<file path="src/rtl/led_trail_pwm.sv">
// Comet-trail LED renderer: one-hot position loads full brightness, others decay, shared PWM.
// Optional end-of-sweep full-on flash frame is built when TC_FLASH_EN is defined.
module led_trail_pwm #(
   parameter int unsigned N     = 8,
   parameter int unsigned BW    = 4,
   parameter int unsigned DECAY = 4
) (
   input  logic         clk,
   input  logic         rstna,
   input  logic         step,
   input  logic [N-1:0] pos,
   input  logic         tc,
   input  logic         clr_err,
   output logic [N-1:0] led,
   output logic         frame_sync,
   output logic         onehot_err
);

   localparam logic [BW-1:0] MAX = '1;

   logic [BW-1:0] pwm_cnt;
   logic [BW-1:0] shadow     [N];
   logic [BW-1:0] shadow_nxt [N];
   logic [BW-1:0] disp       [N];
   logic [N-1:0]  led_nxt;
   logic          boundary;
   logic          pos_ok;
   logic          force_on;

   function automatic logic [BW-1:0] decay_sat(input logic [BW-1:0] v);
      if (32'(v) > DECAY) return BW'(32'(v) - DECAY);
      else                return '0;
   endfunction

   assign boundary   = (pwm_cnt == MAX);
   assign frame_sync = boundary;
   assign pos_ok     = (pos != '0) && ((pos & (pos - N'(1))) == '0);

   always_ff @(posedge clk or negedge rstna) begin
      if (!rstna) pwm_cnt <= '0;
      else        pwm_cnt <= pwm_cnt + BW'(1);
   end

   always_comb begin
      for (int unsigned i = 0; i < N; i++) begin
         shadow_nxt[i] = shadow[i];
         if (step) begin
            if (pos_ok && pos[i]) shadow_nxt[i] = MAX;
            else                  shadow_nxt[i] = decay_sat(shadow[i]);
         end
      end
   end

   // disp samples the pre-step shadow when a step lands on the boundary edge
   always_ff @(posedge clk or negedge rstna) begin
      if (!rstna) begin
         for (int unsigned i = 0; i < N; i++) begin
            shadow[i] <= '0;
            disp[i]   <= '0;
         end
      end else begin
         for (int unsigned i = 0; i < N; i++) begin
            shadow[i] <= shadow_nxt[i];
            if (boundary) disp[i] <= shadow[i];
         end
      end
   end

   always_ff @(posedge clk or negedge rstna) begin
      if (!rstna)              onehot_err <= 1'b0;
      else if (step && !pos_ok) onehot_err <= 1'b1;
      else if (clr_err)        onehot_err <= 1'b0;
   end

`ifdef TC_FLASH_EN
   typedef enum logic [1:0] {FL_IDLE, FL_ARMED, FL_ON} flash_t;
   flash_t fl_q, fl_d;

   always_ff @(posedge clk or negedge rstna) begin
      if (!rstna) fl_q <= FL_IDLE;
      else        fl_q <= fl_d;
   end

   // tc is only honoured from idle, so pulses while armed or on coalesce
   always_comb begin
      fl_d     = fl_q;
      force_on = 1'b0;
      case (fl_q)
         FL_IDLE:  if (tc) fl_d = FL_ARMED;
         FL_ARMED: if (boundary) fl_d = FL_ON;
         FL_ON: begin
            force_on = 1'b1;
            if (boundary) fl_d = FL_IDLE;
         end
         default:  fl_d = FL_IDLE;
      endcase
   end
`else
   logic unused_tc;
   assign unused_tc = tc;
   assign force_on  = 1'b0;
`endif

   always_comb begin
      led_nxt = '0;
      for (int unsigned i = 0; i < N; i++) led_nxt[i] = (pwm_cnt < disp[i]);
      if (force_on) led_nxt = '1;
   end

   always_ff @(posedge clk or negedge rstna) begin
      if (!rstna) led <= '0;
      else        led <= led_nxt;
   end

endmodule
</file>
<file path="config.mk">
export PLATFORM = sky130hd
export DESIGN_NAME = led_trail_pwm
export DESIGN_NICKNAME = d
export VERILOG_FILES = /design/src/rtl/led_trail_pwm.sv
export SDC_FILE = /design/constraint.sdc
export NUM_CORES = 1
export LEC_CHECK = 0
export ABC_AREA = 0
export BUFFER_PORTS_ARGS = -buffer_cell sky130_fd_sc_hd__buf_2
export CORE_UTILIZATION = 54
export DETAILED_ROUTE_END_ITERATION = 12
export HOLD_SLACK_MARGIN = 0.1
export PLACE_DENSITY = 0.76
export RECOVER_POWER = 25
export SYNTH_ARGS = -nofsm -noshare
export SYNTH_HDL_FRONTEND = slang
export SYNTH_SLANG_ARGS = --single-unit
</file>
<file path="constraint.sdc">
create_clock -name clk -period 1.69 [get_ports clk]
set_input_delay 0.338 -clock clk [delete_from_list [all_inputs] [get_ports clk]]
set_output_delay 0.338 -clock clk [all_outputs]
set_load 0.01 [all_outputs]
</file>
==> out/results.ini <==
[clocking]
clk_pin_slew_worst_paths_ps=60
clkLatencyLatePin_ps=330
clkSinkCount=61
cts_tree=done
clock_path_buffers=2
htreeDepth=3
cts_made_buffers=9
cts_root_buffer=clkbuf_8

[timing]
worstMarginPinSlew_ps=625
setup_viol=0
period_share_pct=95.7
fmax_ghz=0.618
slew_viol_final=0
hold_viol=0
rsz0062_at_grt=true
fin_crit_ps=1620
relSlewSlack_pct=58.4
whs_ps=299
fin_skew_ps=3.17

[floorplan]
start_util_pct=57.2
die_y_um=76.5
core_area_mm2=0.00524
die_w_um=76.5
ios=23
fp-row-count=26
die_area_mm2=0.00585

[yosys]
synth_edf_count=0
synth_fp_nets=316
netlist_instances=278
synth_compound_area_share_pct=14.3
synth_mux_area_share_pct=7.80
synth-adder-area-share_pct=10.4
syn-cell-area_mm2=0.00300
synth_cell_types=32
yosysWarnings=0
synth_ff_type=dfrtp_1
ys_seq_elements=61
synthArstFlopShare_pct=100
synth_xor_area_share_pct=0.584
ys_seq_area_share_pct=50.9
avgSynthCellArea_um2=10.8
synth_top_family_by_area=compound AO/OA/AOI/OAI gates
synth_simple_gate_area_share_pct=10.4

[finish]
drive_gt1_share_pct=25.9
fillers=396
instances_no_fill=394
final_common_cell=dfrtp_1
final_cell_mix=dfrtp_1, inv_1, nand2_1
antenna_cells=0
utilization_pct=66.9
seqCellArea_mm2=0.00153
fin_nets=357
synthToLayoutAreaGrowth_pct=16.8
multi_input_area_mm2=0.00132

[routing]
drc_errors=0
wirelength_mm=5.56
drt_iter0_drc=104
num_vias=2074
drt.antenna.violating_nets=0
via_per_inst=5.26
wl_per_cell_um=14.1
drt_first_pass_iters=4

[power]
power_mw=2.93
power_density_mw_per_mm2=836
ir_worst_vdd_mv=0.587
leakagePower_nw=1.72

[placement]
dp_hpwl_mm=3.97
place.gp.congestion=0.785
place_inst=373
port-buffer-count=21

[grt]
grt_pass1_vias=2111
grt_use_total_pct=22.0
use_met2_pct=34.9
grt_max_degree=53
top_usage_layer=met2
grt_util_met1_pct=28.9
gr-total-overflow=0
globalRouteMet3Util_pct=5.75
antenna_found_initial=0
grt_pass1_wl_mm=9.90

[setup_path]
worstPathArrival_ps=1860
startpoint_type=register
critical_path_class=reg2reg
setup.worst_path.end_class=register
path_max_fanout=6
required_ps=1930

[worst_hold_path]
hold_class=in2reg

[run_status]
status=completed

[job]
max-cap-violations=0

-- per-layer routing --
layer	vias up	share of wire [%]
met5	-	0
met4	0	1.3
met3	7	2.3
met2	26	48
met1	1008	49
li1	1033	-
-- stage by stage --
stage | setup WS [ps] | area, um2 | TNS (ps)
after global routing | -12.5 | 3500 | -12.5
after detailed placement | -26.4 | 3270 | -109
after global placement | -3.29 | 3270 | -6.22
after CTS | 10.9 | 3520 | 0
after floorplan | 63.9 | 3000 | 0
final | 72.6 | 3500 | 0
-- cells by family (layout without fill, tap and decap cells) --
group / count (synthesis) / count (layout)
mux: 21 / 21
buf+inv: 40 / 86
flops: 61 / 61
simple gates: 61 / 61
xor+xnor: 2 / 2
compound gates: 68 / 68
fa+ha+maj: 25 / 25
-- registers in the layout (all words and copies together), names as in the netlist --
register and count:
onehot_err 1, disp 24, led 8, pwm_cnt 4, shadow 24
-- synthesized netlist by cell type, types with 3 or more instances --
cell,number,area (um2)
nand3_1,6,30.0
o21ai_1,12,60.1
a21boi_0,8,60.1
ha_1,25,313
clkbuf_1,4,15.0
a32oi_1,3,26.3
mux2_2,19,214
nand2_1,27,101
nor2_1,7,26.3
dfrtp_1,61,1530
o21ai_0,21,105
a21oi_1,11,55.1
and2b_2,3,26.3
nand2b_1,12,75.1
o21ai_2,6,52.6
inv_1,32,120
-- report_power, final --
group	total [mW]	leakage, nW	switching [mW]	internal, mW
clock	1.13	0.0877	0.514	0.613
sequential	1.55	0.819	0.0318	1.52
combinational	0.248	0.813	0.147	0.101
total	2.93	1.72	0.694	2.24
-- final cells by class --
type | instances | area share (%)
clock inverters | 1 | 0.143
flip-flops and latches | 61 | 43.6
inverters | 32 | 3.43
clock buffers | 15 | 4.75
repair buffers | 38 | 7.86
multi-input cells | 177 | 37.7
well taps | 70 | 2.50
-- what timing repair did --
action                                  CTS  global route
cloned                                    1             0
endpoints found under the setup margin    1             5
pin swaps                                 0             1
buffers inserted                          3             1
hold endpoints to repair                  9             0
hold buffers                              1             0
resized for setup                         3             5
-- critical path, cell delays in order, from the launching register on --
cell      delay (ps)
dfrtp_1          390
buf_4            160
buf_4            160
ha_1             280
a21boi_0         130
o21ai_1          160
nand2b_1          80
a21oi_1          180
-- path summary, 6_finish.rpt --
path | from | endpoint | slack [ps] | cells past startpoint
worst min register to register | disp[30] | disp[30] | 490 | 2
max in group asynchronous | rstna | pwm_cnt[2] | 270 | 3
worst max-delay path | pwm_cnt[1] | led[3] | 70 | 7
min in group asynchronous | rstna | onehot_err | 540 | 2
worst min-delay path | clr_err | onehot_err | 300 | 3
worst max register to register | pwm_cnt[1] | led[3] | 70 | 7
Power figures use the tool's default switching activity.
